### config.mk
export PLATFORM = sky130hd
export DESIGN_NAME = sound_sequencer
export DESIGN_NICKNAME = d
export VERILOG_FILES = /design/src/rtl/sound_sequencer.sv
export SDC_FILE = /design/constraint.sdc
export NUM_CORES = 1
export LEC_CHECK = 0
export CAP_MARGIN = 40
export CORE_ASPECT_RATIO = 0.9
export CORE_MARGIN = 5
export CORE_UTILIZATION = 50
export DETAILED_ROUTE_END_ITERATION = 7
export PLACE_DENSITY_LB_ADDON = 0.1
export SLEW_MARGIN = 20
export SYNTH_ARGS = -nofsm -noshare
export SYNTH_HDL_FRONTEND = slang
export SYNTH_SLANG_ARGS = --single-unit
export TNS_END_PERCENT = 30
### constraint.sdc
create_clock -name clk -period 3.4 [get_ports clk]
set_input_delay 0.85 -clock clk [delete_from_list [all_inputs] [get_ports clk]]
set_output_delay 0.85 -clock clk [all_outputs]
set_load 0.01 [all_outputs]
### src/rtl/sound_sequencer.sv
// sound_sequencer: arbitrates jump / milestone / game-over sound events onto a
// single square-wave tone generator. Each event plays a fixed note sequence
// whose note lengths are measured in 60 Hz game ticks. Higher-priority events
// preempt lower ones; jump may retrigger itself, the others ignore retriggers.
module sound_sequencer #(
  parameter logic [15:0] JUMP_HALF  = 16'd14304,
  parameter logic [15:0] MS1_HALF   = 16'd19090,
  parameter logic [15:0] MS2_HALF   = 16'd14304,
  parameter logic [15:0] GO1_HALF   = 16'd28608,
  parameter logic [15:0] GO2_HALF   = 16'd38180,
  parameter logic [15:0] GO3_HALF   = 16'd57216,
  parameter logic [3:0]  JUMP_TICKS = 4'd6,
  parameter logic [3:0]  NOTE_TICKS = 4'd8
) (
  input  logic       clk,
  input  logic       rst_n,
  input  logic       game_tick,
  input  logic       jump_pulse,
  input  logic       milestone_pulse,
  input  logic       game_over_pulse,
  input  logic       mute,
  output logic       sound,
  output logic       busy,
  output logic [1:0] active_id
);

  localparam int unsigned TONE_W = 16;
  localparam int unsigned TICK_W = 4;
  localparam int unsigned ID_W   = 2;

  localparam logic [ID_W-1:0] ID_NONE = 2'd0;
  localparam logic [ID_W-1:0] ID_JUMP = 2'd1;
  localparam logic [ID_W-1:0] ID_MS   = 2'd2;
  localparam logic [ID_W-1:0] ID_GO   = 2'd3;

  typedef enum logic [2:0] {
    S_IDLE = 3'd0,
    S_JUMP = 3'd1,
    S_MS1  = 3'd2,
    S_MS2  = 3'd3,
    S_GO1  = 3'd4,
    S_GO2  = 3'd5,
    S_GO3  = 3'd6
  } state_e;

  state_e            state_q;
  logic [TONE_W-1:0] tone_cnt_q;
  logic [TICK_W-1:0] tick_cnt_q;
  logic              tone_q;
  logic              busy_q;
  logic [ID_W-1:0]   active_id_q;

  logic [ID_W-1:0]   req_pri_c;
  logic              accept_c;
  state_e            entry_state_c;
  state_e            next_note_c;
  logic [TONE_W-1:0] half_c;
  logic [TICK_W-1:0] dur_c;
  logic              note_done_c;
  logic              tone_wrap_c;

  // Sequence id that owns the tone generator in a given state.
  function automatic logic [ID_W-1:0] id_of(input state_e s);
    case (s)
      S_JUMP:               id_of = ID_JUMP;
      S_MS1, S_MS2:         id_of = ID_MS;
      S_GO1, S_GO2, S_GO3:  id_of = ID_GO;
      default:              id_of = ID_NONE;
    endcase
  endfunction

  // Request arbitration: highest simultaneous pulse wins, others are dropped.
  always_comb begin
    req_pri_c     = ID_NONE;
    entry_state_c = S_IDLE;
    if (game_over_pulse) begin
      req_pri_c     = ID_GO;
      entry_state_c = S_GO1;
    end else if (milestone_pulse) begin
      req_pri_c     = ID_MS;
      entry_state_c = S_MS1;
    end else if (jump_pulse) begin
      req_pri_c     = ID_JUMP;
      entry_state_c = S_JUMP;
    end
    // Strictly higher priority preempts; only jump may restart itself.
    accept_c = (req_pri_c > active_id_q) ||
               ((req_pri_c == ID_JUMP) && (active_id_q == ID_JUMP));
  end

  // Per-note tone half period, note duration and successor note.
  always_comb begin
    half_c      = 16'd1;
    dur_c       = NOTE_TICKS;
    next_note_c = S_IDLE;
    case (state_q)
      S_JUMP: begin
        half_c      = JUMP_HALF;
        dur_c       = JUMP_TICKS;
        next_note_c = S_IDLE;
      end
      S_MS1: begin
        half_c      = MS1_HALF;
        next_note_c = S_MS2;
      end
      S_MS2: begin
        half_c      = MS2_HALF;
        next_note_c = S_IDLE;
      end
      S_GO1: begin
        half_c      = GO1_HALF;
        next_note_c = S_GO2;
      end
      S_GO2: begin
        half_c      = GO2_HALF;
        next_note_c = S_GO3;
      end
      S_GO3: begin
        half_c      = GO3_HALF;
        next_note_c = S_IDLE;
      end
      default: begin
        half_c      = 16'd1;
        dur_c       = NOTE_TICKS;
        next_note_c = S_IDLE;
      end
    endcase
    note_done_c = (state_q != S_IDLE) && game_tick &&
                  (tick_cnt_q == (dur_c - TICK_W'(1)));
    tone_wrap_c = (tone_cnt_q == (half_c - TONE_W'(1)));
  end

  // Sequencer FSM with tone/tick counters; every note entry restarts both
  // counters and the tone phase, and an accepted request beats an advance.
  always_ff @(posedge clk or negedge rst_n) begin
    if (!rst_n) begin
      state_q     <= S_IDLE;
      tone_cnt_q  <= '0;
      tick_cnt_q  <= '0;
      tone_q      <= 1'b0;
      busy_q      <= 1'b0;
      active_id_q <= ID_NONE;
    end else if (accept_c) begin
      state_q     <= entry_state_c;
      tone_cnt_q  <= '0;
      tick_cnt_q  <= '0;
      tone_q      <= 1'b0;
      busy_q      <= 1'b1;
      active_id_q <= req_pri_c;
    end else if (note_done_c) begin
      state_q     <= next_note_c;
      tone_cnt_q  <= '0;
      tick_cnt_q  <= '0;
      tone_q      <= 1'b0;
      busy_q      <= (next_note_c != S_IDLE);
      active_id_q <= id_of(next_note_c);
    end else if (state_q == S_IDLE) begin
      tone_cnt_q  <= '0;
      tick_cnt_q  <= '0;
      tone_q      <= 1'b0;
      busy_q      <= 1'b0;
      active_id_q <= ID_NONE;
    end else begin
      tick_cnt_q <= tick_cnt_q + TICK_W'(game_tick);
      if (tone_wrap_c) begin
        tone_cnt_q <= '0;
        tone_q     <= ~tone_q;
      end else begin
        tone_cnt_q <= tone_cnt_q + TONE_W'(1);
      end
    end
  end

  assign sound     = tone_q & ~mute;
  assign busy      = busy_q;
  assign active_id = active_id_q;

endmodule

==> results of run 1 <==
==> through the flow <==
stage                     power (W)  hold WS (ps)  worst slack [ps]  utilization [%]  cell area [µm²]
final                       0.00157           489               457             56.0             2120
after global routing        0.00171           541               284             56.0             2120
after CTS                   0.00157           498               448             56.0             2120
after detailed placement    0.00138           475               170             54.8             2070
after global placement      0.00136           459               325             54.8             2070
after floorplan             0.00120           513               676                -             1980
==> state kept, by name, summed over array words and instances, names as in the netlist <==
register and flops:
busy 1, tone_cnt_q 16, active_id 2, tone_q 1, tick_cnt_q 4, state_q 3
==> logic make-up (layout without fill, tap and decap cells) <==
group	Yosys count	count (layout)
compound gates	51	51
xor+xnor	20	20
fa+ha+maj	6	6
buf+inv	25	30
flops	27	27
mux	5	5
simple gates	95	95
==> report_power, final <==
group,total (W),internal (W),switching [W]
Combinational,0.000935,0.000403,0.000533
Sequential,0.000448,0.000376,0.0000717
Clock,0.000186,0.0000822,0.000104
==> routing by layer <==
metal,vias up,routed length (µm)
met3,10,168
met4,0,49
met2,30,1910
met5,-,0
li1,815,-
met1,783,2060
==> worst min-delay path, delay by kind of cell, from the launching register on <==
kind,cells,cell delay [ps]
simple gates,2,110
flops,1,360
==> area by class of cell <==
type / count / area (µm²) / share of cell area, %
Clock buffer: 3 / 41.3 / 1.95
Clock inverter: 1 / 5.00 / 0.236
Inverter: 10 / 37.5 / 1.77
Multi-Input combinational cell: 177 / 1160 / 54.6
Sequential cell: 27 / 676 / 31.9
Tap cell: 46 / 57.6 / 2.72
Timing Repair Buffer: 16 / 145 / 6.85
==> synth_stat cells (3+ instances only) <==
master     n  share of area, %
mux2i_1    4               2.0
a21boi_0   3               1.1
nand2_1   13               2.5
nor3_1     3              0.76
ha_1       6               3.8
buf_6      5               2.8
and3_1     5               1.6
buf_4      4               1.5
xnor2_1    8               3.5
a21oi_1    8               2.0
o21ai_0   12               3.0
nand4_1    3              0.95
xor2_1    12               5.3
dfrtp_1   27                34
nand3_1   11               2.8
nand2b_1   5               1.6
a32oi_1    3               1.3
nor2b_1    9               2.8
clkbuf_1   3              0.57
inv_1      9               1.7
nor2_1    31               5.9
buf_2      3              0.76
and2_1     4               1.3
==> how the worst max path moves through the flow <==
stage	end	slack, ps	depth (start not counted)
floorplan	tone_cnt_q[7]	680	10
global placement	tone_cnt_q[13]	330	10
detailed placement	tone_cnt_q[1]	170	10
CTS	tone_cnt_q[15]	450	10
global route	tone_cnt_q[6]	280	10
finish	tone_cnt_q[15]	460	10
==> impl_metrics.env, run 1 <==
export IMPL_fmax_mhz=340
export IMPL_cts_repair_resized=0
export IMPL_area_growth_pct=6.88
export IMPL_power_leakage_nw=0.869
export IMPL_syn_area_per_cell_um2=8.65
export IMPL_cts_tree="done"
export IMPL_antenna_found_initial=0
export IMPL_hold_violations=0
export IMPL_synth_edf_count=0
export IMPL_place_gp_congestion=0.813
export IMPL_clk_pin_slew_ps=90
export IMPL_synth_compound_area_share_pct=18.5
export IMPL_worstHoldPathCells=2
export IMPL_synth_area_um2=1980
export IMPL_final_common_cell="nor2_1"
export IMPL_setup_viol=0
export IMPL_path_cells="clkdlybuf4s50_1 -> nor2_1 -> inv_1 -> ha_1 -> nor2b_1 -> o21ai_0 -> o21ai_1 -> a211oi_2 -> o21ai_2 -> nor2_1"
export IMPL_syn_inst=229
export IMPL_ys_ff_latch=27
export IMPL_die_h_um=69.7
export IMPL_pin_count=11
export IMPL_hold_buffers=0
export IMPL_grt_max_degree=28
export IMPL_reg2regPathDepth=9
export IMPL_tightest_slew_ps=678
export IMPL_cts_max_path_buffers=2
export IMPL_synth_xor_area_share_pct=8.84
export IMPL_track_usage_pct=16.2
export IMPL_holdCritStartpoint="busy"
export IMPL_crit_family="compound AO/OA/AOI/OAI gates"
export IMPL_nFillCells=351
export IMPL_use_met3_pct=3.38
export IMPL_setup_tns_final_ps=0
export IMPL_clock_latency_ps=270
export IMPL_io_buffers=10
export IMPL_antenna_left=0
export IMPL_reg2reg_from="state_q[2]"
export IMPL_critPathSlowestCell="clkdlybuf4s50_1"
export IMPL_hold_class="reg2reg"
export IMPL_post_cts_setup_buffers=0
export IMPL_totalWireLength_mm=4.19
export IMPL_core_um2=3780
export IMPL_grt_pass1_wl_mm=7.25
export IMPL_cp_max_fo=16
export IMPL_finalMaxSlewViolations=0
export IMPL_worstPathArrival_ps=3150
export IMPL_ys_warn_count=0
export IMPL_min_to="busy"
export IMPL_synth_simple_area_share_pct=24.6
export IMPL_slew_headroom_pct=54.8
export IMPL_syn_num_nets=242
export IMPL_cts_sinks=27
export IMPL_cp_end_kind="register"
export IMPL_peakVddDrop_uv=270
export IMPL_worstReg2RegEnd="tone_cnt_q[15]"
export IMPL_wl_per_cell_um=15.0
export IMPL_yosysSeqAreaShare_pct=34.1
export IMPL_cts_root_buffer="clkbuf_8"
export IMPL_drt_iter0_drc=95
export IMPL_crit_path_max_incr_delay_ps=450
export IMPL_status="finished, final reports clean"
export IMPL_synth_fa_ha_area_share_pct=3.79
export IMPL_start_kind="input pin"
export IMPL_dp_hpwl_mm=3.08
export IMPL_drc=0
export IMPL_reg2reg_slack_ps=550
export IMPL_n_antenna_cell=0
export IMPL_busiest_layer="met2"
export IMPL_rsz0062_at_grt="no"
export IMPL_synthArstFlopShare_pct=100
export IMPL_grt_overflow_total=0
export IMPL_numCtsBuffers=3
export IMPL_die_w_um=76.4
export IMPL_crit_type="in2reg"
export IMPL_worst_clock_skew_ps=1.09
export IMPL_dieArea_um2=5320
export IMPL_startpoint="game_over_pulse"
export IMPL_final_cell_mix="31 x nor2_1, 27 x dfrtp_1, 13 x nand2_1, 12 x xor2_1, 12 x o21ai_0"
export IMPL_num_rows=21
export IMPL_pwr_density_cell_nw_per_um2=741
export IMPL_start_util_pct=52.4
export IMPL_synth_top_family_by_area="simple AND/OR/NAND/NOR gates"
export IMPL_vias_per_cell=5.85
export IMPL_finalNonFillerCells=280
export IMPL_grt_pass1_vias=1536
export IMPL_layout_nets=248
export IMPL_use_met1_pct=23.0
export IMPL_post_route_period_util_pct=86.6
export IMPL_maxCapViolations=0
export IMPL_synthFlopType="dfrtp_1"
export IMPL_worst_path_buf_inv=2
export IMPL_dp_cells=276
export IMPL_fin_crit_ps=2940
export IMPL_crit_top_cell="nor2_1"
export IMPL_synthDistinctLibCells=54
export IMPL_cp_required_ps=3610
export IMPL_met2_usage_pct=25.0
export IMPL_num_vias=1638
export IMPL_htree_levels=1
export IMPL_drive_gt1_share_pct=6.84
export IMPL_drt_pass1_iter_count=4
export IMPL_synth_mux_area_share_pct=2.59
Power figures use the tool's default switching activity.
==> inputs of run 2 (changes only) <==
CELL_PAD_IN_SITES_DETAIL_PLACEMENT = 0   (was not set)
CELL_PAD_IN_SITES_GLOBAL_PLACEMENT = 1   (was not set)
CORE_UTILIZATION = 46   (was 50)
CTS_CLUSTER_SIZE = 16   (was not set)
==> run 2 against run 1 <==
Register-to-register slack is essentially flat. Via count rose by 0.24%. Critical endpoint is now tone_cnt_q[11]. Count of clock-buffer cells in the layout unchanged. Power up 1.2%. Critical path type unchanged.
==> impl_metrics.env, run 2 (same netlist as run 1, synthesis figures left out) <==
export IMPL_largest_register_ffs=16
export IMPL_cts_tree="done"
export IMPL_n_antenna_cell=0
export IMPL_antenna_found_initial=0
export IMPL_area_growth_pct=7.13
export IMPL_cts_max_path_buffers=2
export IMPL_final_common_cell="nor2_1"
export IMPL_regMostFlops="tone_cnt_q"
export IMPL_pin_count=11
export IMPL_worst_clock_skew_ps=7.86
export IMPL_hold_class="reg2reg"
export IMPL_dp_hpwl_mm=3.24
export IMPL_fin_area_um2=2120
export IMPL_wl_per_cell_um=15.9
export IMPL_fin_crit_ps=2970
export IMPL_io_buffers=10
export IMPL_drt_iter0_drc=161
export IMPL_setup_viol=0
export IMPL_peakVddDrop_uv=324
export IMPL_track_usage_pct=16.9
export IMPL_cts_root_buffer="clkbuf_8"
export IMPL_core_um2=4130
export IMPL_grt_max_degree=28
export IMPL_clk_pin_slew_ps=100
export IMPL_drc=0
export IMPL_seqCellArea_um2=676
export IMPL_final_cell_mix="31 x nor2_1, 27 x dfrtp_1, 13 x nand2_1, 12 x xor2_1, 12 x o21ai_0"
export IMPL_cts_sinks=27
export IMPL_fmax_mhz=337
export IMPL_nFillCells=394
export IMPL_status="finished, final reports clean"
export IMPL_pwr_density_cell_nw_per_um2=748
export IMPL_htree_levels=1
export IMPL_totalWireLength_mm=4.49
export IMPL_hold_buffers=0
export IMPL_place_gp_congestion=0.802
export IMPL_grt_overflow_total=0
export IMPL_antenna_left=0
export IMPL_num_rows=22
export IMPL_cts_repair_resized=0
export IMPL_drt_pass1_iter_count=4
export IMPL_crit_type="in2reg"
export IMPL_cp_end_kind="register"
export IMPL_dp_cells=278
export IMPL_start_kind="input pin"
export IMPL_layout_nets=248
export IMPL_tightest_slew_ps=709
export IMPL_top_layer="met4"
export IMPL_multi_input_area_um2=1160
export IMPL_setup_tns_final_ps=0
export IMPL_worstPathArrival_ps=3180
export IMPL_wl_met2_mm=1.98
export IMPL_fin_util_pct=51.4
export IMPL_die_h_um=72.3
export IMPL_finalMaxSlewViolations=0
export IMPL_cp_required_ps=3610
export IMPL_vias_per_cell=5.82
export IMPL_post_cts_setup_buffers=0
export IMPL_die_w_um=79.2
export IMPL_m1WireLength_mm=2.27
export IMPL_numCtsBuffers=3
export IMPL_rsz0062_at_grt="no"
export IMPL_hold_violations=0
export IMPL_drive_gt1_share_pct=6.84
export IMPL_start_util_pct=48.0
export IMPL_wl_met3_um=216
export IMPL_grt_pass1_wl_mm=7.73
export IMPL_finalNonFillerCells=282
export IMPL_maxCapViolations=0
export IMPL_reg_largest_list="tone_cnt_q x16, tick_cnt_q x4, state_q x3"
export IMPL_num_vias=1642
export IMPL_grt_pass1_vias=1534
export IMPL_cp_max_fo=16
export IMPL_clock_latency_ps=280
export IMPL_slew_headroom_pct=52.7
export IMPL_place_area_um2=2070
export IMPL_power_leakage_nw=0.865
export IMPL_dieArea_um2=5720
export IMPL_post_route_period_util_pct=87.3
## run 2: cell count changes in the layout (fill, tap and decap cells not counted), sizes merged
| cell | change |
|---|---|
| clkinvlp | +1 |
| clkinv | -1 |
## run 2: critical path: stages
cell             delay [ps]
clkdlybuf4s50_1         460
nor2_1                  230
inv_1                    70
ha_1                    290
nor2b_1                 130
o21ai_0                 190
o21ai_1                 140
a211oi_2                330
o21ai_2                 300
nor2_1                  180
## run 2: worst paths after layout
path | to | depth (start not counted) | slack [ps] | start
hold reg to reg | busy | 2 | 490 | busy
setup / recovery | tone_cnt_q[11] | 10 | 430 | game_over_pulse
hold / removal | busy | 2 | 490 | busy
max in group asynchronous | state_q[2] | 2 | 2190 | rst_n
setup reg to reg | tone_cnt_q[11] | 10 | 540 | state_q[0]
min in group asynchronous | tone_cnt_q[6] | 2 | 940 | rst_n
## run 2: layer usage
| metal | track usage (%) | vias up |
|---|---|---|
| li1 | - | 820 |
| met3 | 3.23 | 4 |
| met1 | 25.6 | 779 |
| met5 | 0 | - |
| met4 | 3.24 | 0 |
| met2 | 25.2 | 39 |
## run 2: stage by stage
stage	setup WS, ps	power (W)	hold WS (ps)
after detailed placement	155	0.00140	468
after global placement	296	0.00138	456
final	432	0.00159	491
after floorplan	676	0.00120	513
after global routing	226	0.00173	504
after CTS	450	0.00160	493
## run 2: power by group
part,leakage (nW),total (W),internal (W),switching (W)
sequential,0.363,0.000453,0.000376,0.0000768
clock,0.0217,0.000193,0.0000833,0.000110
combinational,0.481,0.000941,0.000403,0.000538
total,0.865,0.00159,0.000863,0.000725
## run 2: cell type report
cell class | count | share of cell area [%]
Multi-Input combinational cell | 177 | 54.4
Sequential cell | 27 | 31.8
Timing Repair Buffer | 16 | 6.84
Tap cell | 48 | 2.83
Clock buffer | 3 | 1.94
Inverter | 10 | 1.77
Clock inverter | 1 | 0.354
